==> src/rtl/spi_cfg_pkg.sv <==
// Shared types and defaults for the SPI configuration-ROM sequencer.
package spi_cfg_pkg;

  localparam int unsigned CFG_ADDR_W    = 7;
  localparam int unsigned CFG_DATA_W    = 24;
  localparam int unsigned CFG_NUM_WORDS = 64;

  typedef enum logic [2:0] {
    IDLE,
    FETCH,
    WAIT_ROM,
    ISSUE,
    WAIT_DONE,
    GAP,
    FINISH
  } cfg_state_t;

  // Width of a counter that must be able to hold the value TIMEOUT.
  function automatic int unsigned to_cnt_width(input int unsigned timeout);
    return $clog2(timeout + 1);
  endfunction

endpackage

==> src/rtl/spi_rom_cfg_ctrl.sv <==
// Walks the configuration ROM in address order and issues each word as one
// SPI write, reporting busy/done/timeout to the board controller.
module spi_rom_cfg_ctrl
  import spi_cfg_pkg::*;
#(
  parameter int unsigned ADDR_W     = CFG_ADDR_W,
  parameter int unsigned DATA_W     = CFG_DATA_W,
  parameter int unsigned NUM_WORDS  = CFG_NUM_WORDS,
  parameter int unsigned ROM_LAT    = 1,
  parameter int unsigned GAP_CYCLES = 4,
  parameter int unsigned TIMEOUT    = 4096
) (
  input  logic              sys_clk,
  input  logic              sys_rst_n,
  input  logic              start,
  output logic              rom_ena,
  output logic [ADDR_W-1:0] rom_addr,
  input  logic [DATA_W-1:0] rom_data,
  output logic              spi_cmd_valid,
  output logic [DATA_W-1:0] spi_cmd_data,
  input  logic              spi_cmd_ready,
  input  logic              spi_done,
  output logic              busy,
  output logic              done,
  output logic              error,
  output logic [ADDR_W:0]   word_cnt
);

  localparam int unsigned CNT_W    = ADDR_W + 1;
  localparam int unsigned TO_W     = to_cnt_width(TIMEOUT);
  localparam int unsigned LAT_W    = 2;
  localparam int unsigned GAP_W    = (GAP_CYCLES > 1) ? $clog2(GAP_CYCLES) : 1;
  localparam int unsigned GAP_LAST = (GAP_CYCLES > 0) ? GAP_CYCLES - 1 : 0;

  localparam logic [ADDR_W-1:0] LAST_ADDR = ADDR_W'(NUM_WORDS - 1);
  localparam logic [CNT_W-1:0]  MAX_CNT   = CNT_W'(NUM_WORDS);
  localparam logic [LAT_W-1:0]  LAT_LAST  = LAT_W'(ROM_LAT - 1);
  localparam logic [TO_W-1:0]   TO_LAST   = TO_W'(TIMEOUT - 1);
  localparam logic [GAP_W-1:0]  GAP_END   = GAP_W'(GAP_LAST);

  // Reject parameter sets the sequencer cannot honour.
  if (NUM_WORDS < 1 || NUM_WORDS > (2 ** ADDR_W)) begin : g_bad_num_words
    $error("NUM_WORDS must be within 1..2**ADDR_W");
  end
  if (ROM_LAT < 1 || ROM_LAT > 3) begin : g_bad_rom_lat
    $error("ROM_LAT must be within 1..3");
  end
  if (TIMEOUT < 1) begin : g_bad_timeout
    $error("TIMEOUT must be at least 1");
  end

  cfg_state_t         state_q, state_d;
  logic [LAT_W-1:0]   lat_q, lat_d;
  logic [GAP_W-1:0]   gap_q, gap_d;
  logic [TO_W-1:0]    to_q, to_d;
  logic               rom_ena_d;
  logic [ADDR_W-1:0]  addr_d;
  logic [CNT_W-1:0]   cnt_d;
  logic               valid_d;
  logic [DATA_W-1:0]  data_d;
  logic               busy_d;
  logic               done_d;
  logic               error_d;

  // Next-state and next-output decode; every register holds by default.
  always_comb begin
    state_d = state_q;
    lat_d   = lat_q;
    gap_d   = gap_q;
    to_d    = to_q;
    addr_d  = rom_addr;
    cnt_d   = word_cnt;
    valid_d = spi_cmd_valid;
    data_d  = spi_cmd_data;
    busy_d  = busy;
    done_d  = done;
    error_d = error;

    unique case (state_q)
      IDLE: begin
        if (start) begin
          state_d = FETCH;
          addr_d  = '0;
          cnt_d   = '0;
          done_d  = 1'b0;
          error_d = 1'b0;
          busy_d  = 1'b1;
        end
      end
      FETCH: begin
        state_d = WAIT_ROM;
        lat_d   = '0;
      end
      WAIT_ROM: begin
        if (lat_q == LAT_LAST) begin
          data_d  = rom_data;
          valid_d = 1'b1;
          state_d = ISSUE;
        end else begin
          lat_d = lat_q + 1'b1;
        end
      end
      ISSUE: begin
        if (spi_cmd_ready) begin
          valid_d = 1'b0;
          to_d    = '0;
          state_d = WAIT_DONE;
        end
      end
      WAIT_DONE: begin
        // A completion on the timeout edge still counts as success.
        if (spi_done) begin
          if (word_cnt != MAX_CNT) begin
            cnt_d = word_cnt + 1'b1;
          end
          if (rom_addr == LAST_ADDR) begin
            state_d = FINISH;
          end else begin
            addr_d  = rom_addr + 1'b1;
            gap_d   = '0;
            state_d = (GAP_CYCLES == 0) ? FETCH : GAP;
          end
        end else if (to_q == TO_LAST) begin
          error_d = 1'b1;
          busy_d  = 1'b0;
          state_d = IDLE;
        end else begin
          to_d = to_q + 1'b1;
        end
      end
      GAP: begin
        if (gap_q == GAP_END) begin
          state_d = FETCH;
        end else begin
          gap_d = gap_q + 1'b1;
        end
      end
      FINISH: begin
        done_d  = 1'b1;
        busy_d  = 1'b0;
        state_d = IDLE;
      end
      default: state_d = IDLE;
    endcase

    // The ROM is enabled for exactly the one cycle spent in FETCH.
    rom_ena_d = (state_d == FETCH);
  end

  // State, counters and registered outputs.
  always_ff @(posedge sys_clk or negedge sys_rst_n) begin
    if (!sys_rst_n) begin
      state_q       <= IDLE;
      lat_q         <= '0;
      gap_q         <= '0;
      to_q          <= '0;
      rom_ena       <= 1'b0;
      rom_addr      <= '0;
      word_cnt      <= '0;
      spi_cmd_valid <= 1'b0;
      spi_cmd_data  <= '0;
      busy          <= 1'b0;
      done          <= 1'b0;
      error         <= 1'b0;
    end else begin
      state_q       <= state_d;
      lat_q         <= lat_d;
      gap_q         <= gap_d;
      to_q          <= to_d;
      rom_ena       <= rom_ena_d;
      rom_addr      <= addr_d;
      word_cnt      <= cnt_d;
      spi_cmd_valid <= valid_d;
      spi_cmd_data  <= data_d;
      busy          <= busy_d;
      done          <= done_d;
      error         <= error_d;
    end
  end

endmodule
==> config.mk <==
export PLATFORM = sky130hd
export DESIGN_NAME = spi_rom_cfg_ctrl
export DESIGN_NICKNAME = d
export VERILOG_FILES = /design/src/rtl/spi_cfg_pkg.sv /design/src/rtl/spi_rom_cfg_ctrl.sv
export SDC_FILE = /design/constraint.sdc
export NUM_CORES = 1
export LEC_CHECK = 0
export CAP_MARGIN = 20
export CORE_MARGIN = 3
export CORE_UTILIZATION = 45
export CTS_CLUSTER_DIAMETER = 100
export DETAILED_ROUTE_END_ITERATION = 8
export MAX_ROUTING_LAYER = met4
export PLACE_DENSITY = 0.77
export SLEW_MARGIN = 20
export SYNTH_ARGS = -nofsm -noshare
export SYNTH_HDL_FRONTEND = slang
export SYNTH_SLANG_ARGS = --single-unit
==> constraint.sdc <==
create_clock -name sys_clk -period 1.9 [get_ports sys_clk]
set_input_delay 0.285 -clock sys_clk [delete_from_list [all_inputs] [get_ports sys_clk]]
set_output_delay 0.285 -clock sys_clk [all_outputs]
set_load 0.1 [all_outputs]
======== Yosys cells after proc, flatten, opt, wreduce, memory -nomap -nowiden ========
Index checks and enable logic that the tools add are counted.
cells by class
  $add $sub $neg .......................... 5
  eq/ne operators ......................... 22
  multiplexer cells ....................... 38
  reduce and logical (&&, ||, !) cells .... 19
operator list
  kind                     number
  $mux W13                 3
  $pmux W13 S2             1
  $mux W8                  3
  $reduce_and A4 Y1        6
  $ne A2 B2 Y1 const B     11
  $mux W7                  3
  $mux W3                  6
  $pmux W3 S6              1
  $pmux W8 S2              1
  $pmux W7 S2              1
  $add A13 B1 Y13 const B  1
  $eq A13 B12 Y1 const B   1
  $reduce_bool A2 Y1       6
  $mux W2                  5
  $eq A3 B3 Y1 const B     3
  $add A8 B1 Y8 const B    1
  $mux W1                  8
  $ne A8 B7 Y1 const B     1
  $pmux W2 S2              2
  $add A7 B1 Y7 const B    1
  $eq A7 B6 Y1 const B     1
  $eq A3 B1 Y1 const B     2
  $eq A3 B2 Y1 const B     2
  $pmux W1 S2              3
  8 further kinds          11
storage, ports and cells
  register bits ........................... 64
  input bits .............................. 29
  logic and storage cells ................. 96

======== Logic depth before layout (Yosys ltp) ========
Gate-level depths: netlist (run 1).
  depth in word-level cells ............... 5
  gate-level depth with buffers ........... 6
  mapped depth without buffers ............ 6

======== Worst setup path after synthesis (run 1) ========
Ideal clock, no wire load.
  kind .................................... reg2reg
  start point ............................. register rom_addr[0]
  end point ............................... register rom_ena
  data arrival time ....................... 2352 ps
  required time ........................... 1744 ps
  slack ................................... -609 ps
  cell stages (with the launch flop) ...... 6
  buffers on the path ..................... 0
  path through ............................ dfrtp_1 -> ha_1 -> and4_1 -> a31oi_1 -> a2111oi_0 -> a2111oi_2
between the ends
  cells in the longest elaborated chain, start to end .. 5
ends and longest elaborated chain
  item                    RTL line                 RTL
  from (decl)             spi_rom_cfg_ctrl.sv:17   output logic [ADDR_W-1:0] rom_addr,
  from (signal assigned)  spi_rom_cfg_ctrl.sv:171  rom_addr <= addr_d;
  $eq A7 B6 Y1            spi_rom_cfg_ctrl.sv:116  if (rom_addr == LAST_ADDR) begin
  $mux W2                 spi_rom_cfg_ctrl.sv:116
  $mux W3                 spi_rom_cfg_ctrl.sv:112  if (spi_done) begin
  $pmux W3 S6             spi_rom_cfg_ctrl.sv:79   unique case (state_q)
  $eq A3 B1 Y1            spi_rom_cfg_ctrl.sv:147  rom_ena_d = (state_d == FETCH);
  named net rom_ena_d     spi_rom_cfg_ctrl.sv:56   logic rom_ena_d;
  to (signal assigned)    spi_rom_cfg_ctrl.sv:170  rom_ena <= rom_ena_d;
  to (decl)               spi_rom_cfg_ctrl.sv:16   output logic rom_ena,
The timed path passes the listed nets, and every way through them passes these cells.
A chain may end at the register's enable or synchronous reset.

======== Worst setup path in the final report (run 1) ========
  start point ............................. register to_q[0]
  end point ............................... register rom_ena
between the ends
  cells in the longest elaborated chain, start to end .. 5
ends and longest elaborated chain
  item                    RTL line                 RTL
  from (decl)             spi_rom_cfg_ctrl.sv:55   logic [TO_W-1:0] to_q, to_d;
  from (signal assigned)  spi_rom_cfg_ctrl.sv:169  to_q <= to_d;
  $eq A13 B12 Y1          spi_rom_cfg_ctrl.sv:123  end else if (to_q == TO_LAST) begin
  $mux W3                 spi_rom_cfg_ctrl.sv:123
  $mux W3                 spi_rom_cfg_ctrl.sv:112
  $pmux W3 S6             spi_rom_cfg_ctrl.sv:79
  $eq A3 B1 Y1            spi_rom_cfg_ctrl.sv:147
  named net rom_ena_d     spi_rom_cfg_ctrl.sv:56
The timed path passes the listed nets, and every way through them passes these cells.

==> summary.md, run 1 <==
| Metric | Value |
|---|---|
| Leakage Power | 1.98 nW |
| Final ANT Viol Nets | 0 |
| Shortest period the worst path allows | approximately 1.9 ns |
| Worst slew pin tran | 0.535 ns |
| Async SR Flop Fraction | 100% |
| Run status | complete, but fails checks |
| Starting density of the core | 48.0% |
| Largest net degree at the start of global routing | 65 |
| Post-synth cell types | between 50 and 60 |
| Sequential-to-total area share from yosys stat | slightly above 50% |
| DRC viols | 0 |
| Cell count after synthesis | 290 |
| Arrival time of the worst setup path | 2.16 ns |
| Die width | 89.7 um |
| Final-report setup violation count | 1 |
| Startpoint type of the worst setup path | register |
| Count of pins over their slew limit | 0 |
| MaxCap Viol Count | 0 |
| Category of the most critical setup path | register to register |
| Number of nets produced by synthesis | 325 |
| CTS tree | yes |
| CP bufs+invs | 0 |
| Kind of cell adding the most delay to the critical path | simple AND/OR/NAND/NOR gates |
| Total number of placement rows | 29 |
| Hold WC Path Type | register to register |
| Worst rel slew slack | about 64% |
| Total clock buffers created by CTS | 9 |
| Crit path setup slack, layout | -0.0409 ns |
| Height of the die | 89.7 um |
| Congestion Overflow GR | 0 |
| Syn Area/Cell | approximately 11 sq um |
| Maximum buffer depth of the clock tree | 2 |
| Number of enable-type register cells in the synthesized netlist | 0 |
| Ratio of cells with drive above 1 in the final layout | 37.5% |
| Clock input transition at the sequential cells of the worst setup and hold paths | around 0.070 ns |
| Area used by sequential logic in the layout | 1620 sq um |
| Wire length of the first global-routing pass | 12000 um |
| Type of destination of the critical path | register |
| Fill cell count | just over 500 |
| Area added between synthesis and finish | 42.8% |
| Vias per cell | 5.26 |
| IO Count | 73 |
| Cell chain of the critical path | ha_4 -> nand2_2 -> or3_4 -> or4_4 -> a2111oi_4 |
| Mean routed wirelength per cell | ~14 um |
| Number of iterations in the first detailed-routing pass | 4 |
| Flops & latches, synth | 64 |
| Total die area | ~8000 sq um |
| Fin crit share | 102% |
| Most used cells in the layout excluding fill and tap cells | 81 x buf_4, 54 x dfrtp_1, 30 x nand2_1 |
| Post-placement worst setup slack | -0.256 ns |
| Skew-Pair Late Insertion Delay | 0.33 ns |
| Primary FF master, synth | dfrtp_1 |
| Number of nets in the finished design | 441 |
| Commonest non-fill, non-tap cell in the layout | buf_4 |
| I/O Buffers | around 70 |
| Setup repair after global routing missed its margin | true |
| Final Hold Vio Count | 0 |
| Peak fanout along the critical path | 4 |
| Aggregate routed wire length | a little over 7000 um |
| Final design area excluding fillers | about 4500 sq um |
| Via count of the routed design | 2651 |
| Detailed-placement wirelength estimate | 5250 um |
| CTS Root Buffer Type | clkbuf_8 |
| Area of combinational cells with multiple inputs | 1510 sq um |
| Core box area | 6570 sq um |
| CP required | roughly 2.1 ns |
| Max stage delay cell, worst path | or4_4 |
| Worst-case clock skew | a little over 0.008 ns |
| CTS HTree Levels | 3 |
| Number of antenna violations at the first check in global routing | 0 |
| Maximum VDD drop | 0.00147 V |
| Overall track demand over capacity in global routing | between 20 and 25% |
| Violations in the final reports | setup timing |
| Clock net sink count | between 60 and 70 |
| Peak per-stage delay on the critical path | 0.53 ns |
| Total power of the final layout | slightly above 8 mW |
| Power density over the cells | ~1800 nW/um^2 |
| Placer Congestion | 0.867 |
| Cell area after synthesis | roughly 3200 sq um |
| Placed Instance Area | 4230 sq um |
| Number of global-route vias before repair | 2664 |
| Achievable frequency | 515 MHz |
| Number of antenna diodes | 0 |
| Warnings from Yosys | 0 |
| Number of DRC markers after the initial detailed-route iteration | 116 |
==> flip-flops by register name (all words and copies together), names as in the netlist <==
register       cells
spi_cmd_data      24
to_q              13
word_cnt           8
rom_addr           7
state_q            3
gap_q              2
lat_q              2
busy               1
done               1
error              1
rom_ena            1
spi_cmd_valid      1
==> per-stage QoR <==
stage	util, %	TNS, ns	hold WS [ns]	instances
global placement	64.4	-1.15	0.324	484
finish	68.5	-0.0409	0.480	504
global route	68.5	-0.117	0.497	504
detailed placement	64.4	-1.73	0.327	484
floorplan	-	-0.0407	-0.0106	290
CTS	67.9	-0.0466	0.483	502
==> path summary, 6_finish.rpt <==
check	start	to	slack [ns]	depth (start not counted)
max	to_q[0]$_DFFE_PN0P_	rom_ena$_DFF_PN0_	-0.04	5
min	spi_cmd_valid$_DFFE_PN0P_	spi_cmd_valid$_DFFE_PN0P_	0.48	1
max reg2reg	to_q[0]$_DFFE_PN0P_	rom_ena$_DFF_PN0_	-0.04	5
min reg2reg	spi_cmd_valid$_DFFE_PN0P_	spi_cmd_valid$_DFFE_PN0P_	0.48	1
max in group asynchronous	sys_rst_n	rom_addr[0]$_DFFE_PN0P_	1.11	3
min in group asynchronous	sys_rst_n	word_cnt[4]$_DFFE_PN0P_	0.49	3
==> cells in the mapped netlist, drive strengths merged, types with 4 or more instances <==
cell type | number | share of area (%)
mux2 | 25 | 8.9
nand2 | 31 | 3.8
nand4 | 4 | 0.79
buf | 7 | 1.1
a21oi | 13 | 2.1
nor2 | 16 | 1.9
clkbuf | 4 | 0.48
inv | 12 | 1.4
nand3 | 10 | 1.7
ha | 6 | 2.4
a211oi | 5 | 1.2
o21ai | 13 | 2.1
mux2i | 13 | 4.1
dfrtp | 64 | 51
nor3 | 5 | 0.79
nand2b | 10 | 2.0
or4 | 4 | 1.1
==> where the power goes <==
group | switching [mW] | total (mW) | internal, mW
clock | 0.523 | 1.16 | 0.640
combinational | 3.45 | 4.89 | 1.44
sequential | 0.309 | 2.09 | 1.78
==> cell type report <==
| cell class | count | area share (%) |
|---|---|---|
| Clock inverter | 5 | 1.25 |
| Clock buffer | 11 | 3.14 |
| Timing Repair Buffer | 116 | 22.5 |
| Inverter | 12 | 1.00 |
| Multi-Input combinational cell | 203 | 33.5 |
| Sequential cell | 64 | 36.0 |
| Tap cell | 93 | 2.59 |
==> metal layers <==
layer	track usage (%)	up-vias	part of all wire, %
met5	-	-	0
met4	6.63	0	0.61
met3	5.93	4	4.3
met2	31.3	55	49
met1	24.9	1303	46
li1	-	1289	-
==> kinds of logic (layout without fill, tap and decap cells) <==
| group | after synthesis | after routing | synth area share [%] |
|---|---|---|---|
| DFF | 64 | 64 | 50.8 |
| adders and majority gates | 6 | 6 | 2.38 |
| AOI/OAI and AO/OA | 58 | 58 | 12.7 |
| buffers and inverters | 23 | 144 | 2.98 |
| muxes | 38 | 38 | 13.1 |
| xor gates and xnor gates | 3 | 3 | 0.834 |
| and+or+nand+nor | 98 | 98 | 17.3 |
==> timing repair <==
| action | in CTS | in global routing |
|---|---|---|
| endpoints found under the setup margin | 1 | 11 |
| buffers inserted | 1 | 2 |
| resized for setup | 2 | 5 |
| hold buffers | 1 | 0 |
| pin swaps | 4 | 3 |
| endpoints found under the hold margin | 64 | 0 |
Note: power is estimated with default switching activity, not from simulation.
==> run 2: changes to the inputs <==
- HOLD_SLACK_MARGIN: unset -> 0.03
==> results of run 2 <==
Final layout, timing and power as in run 1 (identical DEF).
